File: config.mk
export PLATFORM = sky130hd
export DESIGN_NAME = fp_mult_arbiter_flat
export DESIGN_NICKNAME = d
export VERILOG_FILES = /design/src/rtl/fpu_pkg.sv /design/src/rtl/fp_mult_arbiter_if.sv /design/src/rtl/rr_arbiter.sv /design/src/rtl/fp_mult_arbiter.sv /design/src/flat_wrapper.sv
export SDC_FILE = /design/constraint.sdc
export NUM_CORES = 1
export LEC_CHECK = 0
export CAP_MARGIN = 15
export CORE_MARGIN = 3
export CORE_UTILIZATION = 25
export CTS_CLUSTER_DIAMETER = 150
export CTS_CLUSTER_SIZE = 12
export DETAILED_ROUTE_END_ITERATION = 12
export DONT_BUFFER_PORTS = 1
export SLEW_MARGIN = 20
export SYNTH_ARGS = -nofsm -noshare
export SYNTH_HDL_FRONTEND = slang
export SYNTH_SLANG_ARGS = --single-unit
File: constraint.sdc
create_clock -name clk -period 1.87 [get_ports clk]
set_input_delay 0.187 -clock clk [delete_from_list [all_inputs] [get_ports clk]]
set_output_delay 0.187 -clock clk [all_outputs]
set_load 0.03 [all_outputs]
File: src/rtl/fpu_pkg.sv
// Shared constants and tag-pipe entry type for the FP unit sharers.
package fpu_pkg;

  localparam int unsigned FP_W       = 32;
  localparam int unsigned FP_MUL_LAT = 1;
  // Wide enough for the largest supported requester count (8).
  localparam int unsigned TAG_ID_W   = 3;

  typedef struct packed {
    logic                vld;
    logic [TAG_ID_W-1:0] id;
  } tag_t;

endpackage

File: src/rtl/fp_mult_arbiter_if.sv
// Requester-side and multiplier-side signals of the shared FP multiplier arbiter.
interface fp_mult_arbiter_if #(
  parameter int unsigned NUM_REQ = 2,
  parameter int unsigned FP_W    = fpu_pkg::FP_W
);

  logic [NUM_REQ-1:0]      req_valid;
  logic [NUM_REQ-1:0]      req_ready;
  logic [NUM_REQ*FP_W-1:0] req_a;
  logic [NUM_REQ*FP_W-1:0] req_b;
  logic [NUM_REQ-1:0]      resp_valid;
  logic [NUM_REQ-1:0]      resp_ready;
  logic [NUM_REQ*FP_W-1:0] resp_data;
  logic [FP_W-1:0]         mul_a;
  logic [FP_W-1:0]         mul_b;
  logic [FP_W-1:0]         mul_res;

  // Arbiter view.
  modport slave (
    input  req_valid, req_a, req_b, resp_ready, mul_res,
    output req_ready, resp_valid, resp_data, mul_a, mul_b
  );

  // Requester/multiplier view.
  modport master (
    output req_valid, req_a, req_b, resp_ready, mul_res,
    input  req_ready, resp_valid, resp_data, mul_a, mul_b
  );

endinterface

File: src/rtl/rr_arbiter.sv
// Combinational round-robin picker: lowest requesting index at or above ptr_i, else wrap.
module rr_arbiter #(
  parameter int unsigned NUM_REQ = 2,
  localparam int unsigned PtrW   = (NUM_REQ > 1) ? $clog2(NUM_REQ) : 1
) (
  input  logic [NUM_REQ-1:0] req_i,
  input  logic [PtrW-1:0]    ptr_i,
  output logic [NUM_REQ-1:0] grant_o
);

  logic [NUM_REQ-1:0] upper_mask;
  logic [NUM_REQ-1:0] req_upper;
  logic [NUM_REQ-1:0] pick;

  assign upper_mask = ~((NUM_REQ'(1) << ptr_i) - NUM_REQ'(1));
  assign req_upper  = req_i & upper_mask;
  assign pick       = (|req_upper) ? req_upper : req_i;
  // Isolate the lowest set bit.
  assign grant_o    = pick & (~pick + NUM_REQ'(1));

endmodule

File: src/rtl/fp_mult_arbiter.sv
// Shares one fixed-latency FP multiplier between NUM_REQ requesters, round-robin,
// with a per-requester result buffer and at most one outstanding op per requester.
module fp_mult_arbiter #(
  parameter int unsigned NUM_REQ = 2,
  parameter int unsigned FP_W    = fpu_pkg::FP_W,
  parameter int unsigned MUL_LAT = fpu_pkg::FP_MUL_LAT
) (
  input logic              clk,
  input logic              rst_n,
  fp_mult_arbiter_if.slave bus
);

  import fpu_pkg::*;

  localparam int unsigned IdW = $clog2(NUM_REQ);

  logic [NUM_REQ-1:0]           elig;
  logic [NUM_REQ-1:0]           grant_raw;
  logic [NUM_REQ-1:0]           grant;
  logic [NUM_REQ-1:0]           consume;
  logic [NUM_REQ-1:0]           cap_oh;
  logic [NUM_REQ-1:0]           busy_q, busy_d;
  logic [NUM_REQ-1:0]           resp_valid_q, resp_valid_d;
  logic [NUM_REQ-1:0][FP_W-1:0] resp_data_q, resp_data_d;
  logic [IdW-1:0]               rr_ptr_q, rr_ptr_d;
  logic [IdW-1:0]               grant_idx;
  tag_t [MUL_LAT-1:0]           tag_q, tag_d;
  tag_t                         cap;

  assign elig = bus.req_valid & ~busy_q;

  rr_arbiter #(
    .NUM_REQ(NUM_REQ)
  ) u_rr_arbiter (
    .req_i  (elig),
    .ptr_i  (rr_ptr_q),
    .grant_o(grant_raw)
  );

  // Nothing is issued while reset is held.
  assign grant = rst_n ? grant_raw : '0;

  always_comb begin : grant_decode
    grant_idx = '0;
    bus.mul_a = '0;
    bus.mul_b = '0;
    for (int unsigned i = 0; i < NUM_REQ; i++) begin
      if (grant[i]) begin
        grant_idx = IdW'(i);
        bus.mul_a = bus.req_a[i*FP_W +: FP_W];
        bus.mul_b = bus.req_b[i*FP_W +: FP_W];
      end
    end
  end

  always_comb begin : tag_pipe
    tag_d        = tag_q;
    tag_d[0].vld = |grant;
    tag_d[0].id  = TAG_ID_W'(grant_idx);
    for (int unsigned s = 1; s < MUL_LAT; s++) begin
      tag_d[s] = tag_q[s-1];
    end
  end

  assign cap     = tag_q[MUL_LAT-1];
  assign consume = resp_valid_q & bus.resp_ready;

  always_comb begin : capture_decode
    cap_oh = '0;
    for (int unsigned i = 0; i < NUM_REQ; i++) begin
      cap_oh[i] = cap.vld && (cap.id == TAG_ID_W'(i));
    end
  end

  always_comb begin : resp_next
    resp_valid_d = resp_valid_q & ~consume;
    resp_data_d  = resp_data_q;
    for (int unsigned i = 0; i < NUM_REQ; i++) begin
      if (cap_oh[i]) begin
        resp_valid_d[i] = 1'b1;
        resp_data_d[i]  = bus.mul_res;
      end
    end
  end

  // busy spans grant through consume, so a capture never lands on a full buffer.
  assign busy_d = (busy_q | grant) & ~consume;

  always_comb begin : ptr_next
    rr_ptr_d = rr_ptr_q;
    if (|grant) begin
      rr_ptr_d = (grant_idx == IdW'(NUM_REQ - 1)) ? '0 : grant_idx + 1'b1;
    end
  end

  always_ff @(posedge clk or negedge rst_n) begin
    if (!rst_n) begin
      rr_ptr_q     <= '0;
      busy_q       <= '0;
      tag_q        <= '0;
      resp_valid_q <= '0;
      resp_data_q  <= '0;
    end else begin
      rr_ptr_q     <= rr_ptr_d;
      busy_q       <= busy_d;
      tag_q        <= tag_d;
      resp_valid_q <= resp_valid_d;
      resp_data_q  <= resp_data_d;
    end
  end

  assign bus.req_ready  = grant;
  assign bus.resp_valid = resp_valid_q;
  assign bus.resp_data  = resp_data_q;

  capture_no_collision_a : assert property (
    @(posedge clk) disable iff (!rst_n) !(|(cap_oh & resp_valid_q))
  );

endmodule

File: src/flat_wrapper.sv
// flat-port wrapper written by rule: the top's interface ports become plain ports
module fp_mult_arbiter_flat import fpu_pkg::*;
#(
  parameter int unsigned NUM_REQ = 2,
  parameter int unsigned FP_W    = fpu_pkg::FP_W,
  parameter int unsigned MUL_LAT = fpu_pkg::FP_MUL_LAT
)
  (clk, rst_n, bus_req_valid, bus_req_a, bus_req_b, bus_resp_ready, bus_mul_res, bus_req_ready, bus_resp_valid, bus_resp_data, bus_mul_a, bus_mul_b);
  fp_mult_arbiter_if #(.NUM_REQ(NUM_REQ), .FP_W(FP_W)) bus_i ();
  input logic clk;
  input logic rst_n;
  input wire logic [$bits(bus_i.req_valid)-1:0] bus_req_valid;
  input wire logic [$bits(bus_i.req_a)-1:0] bus_req_a;
  input wire logic [$bits(bus_i.req_b)-1:0] bus_req_b;
  input wire logic [$bits(bus_i.resp_ready)-1:0] bus_resp_ready;
  input wire logic [$bits(bus_i.mul_res)-1:0] bus_mul_res;
  output wire logic [$bits(bus_i.req_ready)-1:0] bus_req_ready;
  output wire logic [$bits(bus_i.resp_valid)-1:0] bus_resp_valid;
  output wire logic [$bits(bus_i.resp_data)-1:0] bus_resp_data;
  output wire logic [$bits(bus_i.mul_a)-1:0] bus_mul_a;
  output wire logic [$bits(bus_i.mul_b)-1:0] bus_mul_b;
  assign bus_i.req_valid = bus_req_valid;
  assign bus_i.req_a = bus_req_a;
  assign bus_i.req_b = bus_req_b;
  assign bus_i.resp_ready = bus_resp_ready;
  assign bus_i.mul_res = bus_mul_res;
  assign bus_req_ready = bus_i.req_ready;
  assign bus_resp_valid = bus_i.resp_valid;
  assign bus_resp_data = bus_i.resp_data;
  assign bus_mul_a = bus_i.mul_a;
  assign bus_mul_b = bus_i.mul_b;
  fp_mult_arbiter #(.NUM_REQ(NUM_REQ), .FP_W(FP_W), .MUL_LAT(MUL_LAT)) u_core (.clk(clk), .rst_n(rst_n), .bus(bus_i));
endmodule
After elaboration in Yosys (flattened, before gate mapping)
Cells that the tools add are included.
- input port bits: 166
- logic and storage cells: 37
- output and inout port bits: 132
- bits in registers: 71
- multiplexer cells: 10
- bitwise gates (word level): 11
- add/subtract/negate cells: 3
- shift-type cells: 1
- reduce and logical (&&, ||, !) cells: 5
- operators by type and width (cell ; number):
    32-bit 2-to-1 mux ; 4
    2-bit bitwise AND ; 6
    2-bit NOT ; 4
    1-bit 2-to-1 mux ; 4
    2-bit 2-to-1 mux ; 2
    2-bit OR reduction ; 2
    3-bit zero test ; 1
    2-bit by 1-bit adder with 2-bit output (second input constant) ; 1
    1-bit logical AND ; 2
    2-bit bitwise OR ; 1
    1-bit by 1-bit << shifter with 2-bit output (first input constant) ; 1
    2-bit subtractor (second input constant) ; 1
    1-bit adder (second input constant) ; 1

Logic depth before layout (Yosys ltp)
- depth after elaboration: 13
- mapped depth: 6
- depth with buffers taken out: 3

Modules after synthesis
Synthesis repeated with hierarchy kept, for this count alone.
- cell total of the unflattened synthesis: 248
- area total of the unflattened synthesis: 3553.4 um^2
- by module, submodules not included (module ; instances ; area an instance (um^2) ; cells each ; seq. area each (um^2)):
    fp_mult_arbiter ; 1 ; 3534.6 ; 245 ; 1776.7
    rr_arbiter ; 1 ; 18.8 ; 3 ; 0.0

Least setup slack after synthesis
No wires, ideal clock.
- path type: register -> output
- start: register u_core.busy_q[1]
- end: output port bus_mul_a[0]
- stages on the path, launching flop included: 7
- path buffers: 3
- setup slack: 0.283 ns
- data arrival time: 1.400 ns
- data required time: 1.683 ns
- cell sequence: dfrtp_1 -> nand3b_1 -> and4b_1 -> clkbuf_2 -> buf_6 -> buf_6 -> a22o_1
- cells in the longest elaborated chain, start to end: 11
- RTL lines (element ; RTL line ; source):
    start, declared ; fp_mult_arbiter.sv:22 ; logic [NUM_REQ-1:0] busy_q, busy_d;
    start signal, assigned ; fp_mult_arbiter.sv:105 ; busy_q <= busy_d;
    2-bit NOT (*) ; fp_mult_arbiter.sv:30 ; assign elig = bus.req_valid & ~busy_q;
    2-bit bitwise AND (*) ; fp_mult_arbiter.sv:30 ;
    2-bit bitwise AND ; rr_arbiter.sv:16 ; assign req_upper = req_i & upper_mask;
    2-bit OR reduction ; rr_arbiter.sv:17 ; assign pick = (|req_upper) ? req_upper : req_i;
    2-bit 2-to-1 mux (*) ; rr_arbiter.sv:17 ;
    2-bit NOT ; rr_arbiter.sv:19 ; assign grant_o = pick & (~pick + NUM_REQ'(1));
    2-bit by 1-bit adder with 2-bit output ; rr_arbiter.sv:19 ;
    2-bit bitwise AND (*) ; rr_arbiter.sv:19 ;
    2-bit 2-to-1 mux (*) ; fp_mult_arbiter.sv:41 ; assign grant = rst_n ? grant_raw : '0;
    32-bit 2-to-1 mux ; fp_mult_arbiter.sv:48 ; if (grant[i]) begin
    32-bit 2-to-1 mux (*) ; fp_mult_arbiter.sv:48 ;
    end, declared ; flat_wrapper.sv:20 ; output wire logic [$bits(bus_i.mul_a)-1:0] bus_mul_a;
Mark *: on every way between the ends. The rest lies on a longest branch, timed or not.

Worst setup path after layout
- start: register u_core.busy_q[1]
- end: output port bus_mul_b[20]
- cells in the longest elaborated chain, start to end: 11
- RTL lines (element ; RTL line ; source):
    2-bit NOT (*) ; fp_mult_arbiter.sv:30 ;
    2-bit bitwise AND (*) ; fp_mult_arbiter.sv:30 ;
    2-bit bitwise AND ; rr_arbiter.sv:16 ;
    2-bit OR reduction ; rr_arbiter.sv:17 ;
    2-bit 2-to-1 mux (*) ; rr_arbiter.sv:17 ;
    2-bit NOT ; rr_arbiter.sv:19 ;
    2-bit by 1-bit adder with 2-bit output ; rr_arbiter.sv:19 ;
    2-bit bitwise AND (*) ; rr_arbiter.sv:19 ;
    2-bit 2-to-1 mux (*) ; fp_mult_arbiter.sv:41 ;
    32-bit 2-to-1 mux ; fp_mult_arbiter.sv:48 ;
    32-bit 2-to-1 mux (*) ; fp_mult_arbiter.sv:48 ;
    end, declared ; flat_wrapper.sv:21 ; output wire logic [$bits(bus_i.mul_b)-1:0] bus_mul_b;
Marks and branches as above.

==> metrics <==
run status=finished, violations left; failing checks=negative setup slack; Synth top area share=0.537; yosys warns=0; via count=2,613; share of cells above drive strength 1=0.548; TritonCTS clock tree=done; leading cell type in the layout, fill and taps excluded=dfrtp_1; critical path required time=1.68 ns; TritonCTS Buffers=9; EDFF count, synth=0; DR pass1 iterations=4; CP delay by family, top=simple AND/OR/NAND/NOR gates; syn_area_per_cell=approximately 14 µm²; Final #Nets=about 490; ys flop type=dfrtp_1; RD Place Congestion=0.792; Worst-Margin Slew=0.345 ns; total number of H-tree levels=3; Yosys cell types=21; Max FO, Critical Path=33; startpoint types=flop; antenna violations before repair=6; WP buf/inv=2; Rows=slightly above 40; die extent in y=121 µm; Slew headroom=0.770; GR Overflow Total=0; Detailed Place HPWL=around 10 mm; final std cells w/o fill=507; clock latency at the later pin of the worst-skew pair=0.33 ns; max incr delay on CP=roughly 0.38 ns; first-pass GRT wire length=between 15 and 20 mm; Inst Count DP=440; I/O Buffers=0; share of flip-flops with an asynchronous set or reset=1.00; root buf cell=clkbuf_16; min Tclk post-route=around 2.0 ns; Leak Pwr=2.25 nW; die area=14,600 µm²; Peak Freq=0.510 GHz; CTS clk-pin slew, worst paths=0.06 ns; via/cell ratio=around 5; largest net degree at the start of global routing=just over 70; Slew Viols, Final=0; Setup CP Type=reg2out; setup total negative slack=-2.79 ns; Post-Syn Instances=240; final cycle utilization of the critical path=1.05; commonest cells after routing, fill and taps aside=71 x dfrtp_1, 64 x mux2_2, 34 x dlygate4sd3_1; routed len/inst=27.9 µm; io pins=approximately 300; Max Cap Viol=0; WHS=about 0.016 ns; RSZ-0062 raised after global routing=yes; Area Growth Syn to Fin=58.0%; Initial Utilization=0.259; final wirelength=14.1 mm; Final Hold Viols=0; Post-Syn Area=3310 µm²; setup violators final=53; total power=6.65 mW; vias in the first global route=2,767; nature of the critical path endpoint=primary output; VDD IR max=approximately 900 µV; crit path DAT=~1.8 ns; Worst Hold Class=in2reg; syn nets=406; remaining routing DRC violations=0; Final Skew=between 0.01 and 0.015 ns; Horiz. Die Dim=121 µm; Cell Chain, Critical Path=nand3b_1, nor2_4, clkbuf_16, a22o_1, buf_6; cell accounting for the most synthesized area=dfrtp_1; flops & latches, synth=a little over 70; CTS Sinks=71; Finished Core Util=0.409; Reg2Reg Setup Slack=0.16 ns; Iter 0 DRT Violations=103; largest cells by area after synthesis=dfrtp_1 54%, mux2_2 22%, a22o_1 17%; GRT Util Overall=0.176; pwr dens=1270 nW/µm²; crit path setup slack, layout=-0.0911 ns; Final ANT Viol Nets=0; sequential area share after synthesis=0.537; slowest CP cell=dfrtp_1; core box area=12,800 µm²; CTS max path bufs=2
## where the power goes
part	internal (mW)	total, mW	switching (mW)
combinational	0.752	1.28	0.531
clock	1.17	1.82	0.650
sequential	2.06	3.55	1.49
## final cells by class
| class | count | area [µm²] |
|---|---|---|
| multi-input cells | 144 | 1630 |
| clock inverters | 7 | 95.1 |
| flip-flops and latches | 71 | 1780 |
| diodes | 5 | 12.5 |
| well taps | 172 | 215 |
| inverters | 2 | 7.51 |
| repair buffers | 97 | 1260 |
| clock buffers | 9 | 225 |
| fillers | 1153 | 7550 |
## through the flow
step / cell area [µm²] / setup WS, ns
floorplan: 3310 / 0.283
global placement: 4060 / 0.170
detailed placement: 4060 / 0.136
CTS: 5070 / -0.0814
global route: 5220 / -0.139
finish: 5220 / -0.0911
## sequential cells by signal (all words and copies together) (netlist names)
signal	flops
u_core.bus.resp_valid	2
u_core.cap	2
u_core.busy_q	2
u_core.rr_ptr_q	1
u_core.bus.resp_data	64
## repair_timing
action                                  CTS  global route
gates cloned                              3             0
buffers inserted                          8             0
hold buffers                             34             1
pin swaps                                 2            12
hold endpoints to repair                126             1
endpoints found under the setup margin   64            65
resized for setup                        60            18
## final timing paths
check	from	endpoint	cells after the start
worst min-delay path	bus_resp_ready[0]	u_core.bus.resp_valid[0]	2
max in group asynchronous	rst_n	u_core.cap[0]	2
worst min register to register	u_core.rr_ptr_q	u_core.rr_ptr_q	1
worst max register to register	u_core.rr_ptr_q	u_core.busy_q[1]	10
worst max-delay path	u_core.busy_q[1]	bus_mul_b[20]	5
min in group asynchronous	rst_n	u_core.bus.resp_data[48]	2
## layer usage
metal  track usage  wire [µm]  up-vias
met5             0         14        -
met4         0.118        592        2
met3        0.0685       1460       29
met2         0.292       7290      179
met1         0.184       4770     1311
li1              -          -     1092
## Yosys cell counts, types with 2 or more instances
| library cell | count |
|---|---|
| a21o_1 | 2 |
| buf_6 | 4 |
| nand2_1 | 2 |
| dfrtp_1 | 71 |
| nand3b_1 | 2 |
| clkbuf_1 | 2 |
| inv_1 | 2 |
| a22o_1 | 64 |
| mux2_2 | 64 |
| nor2_1 | 2 |
| buf_2 | 15 |
## cells by family after synthesis
group / count (synthesis) / synth area share
and+or+nand+nor: 10 / 0.0182
DFF: 71 / 0.537
muxes: 64 / 0.218
buffers and inverters: 25 / 0.0447
AOI/OAI and AO/OA: 70 / 0.182
(Power assumes the default switching activity.)
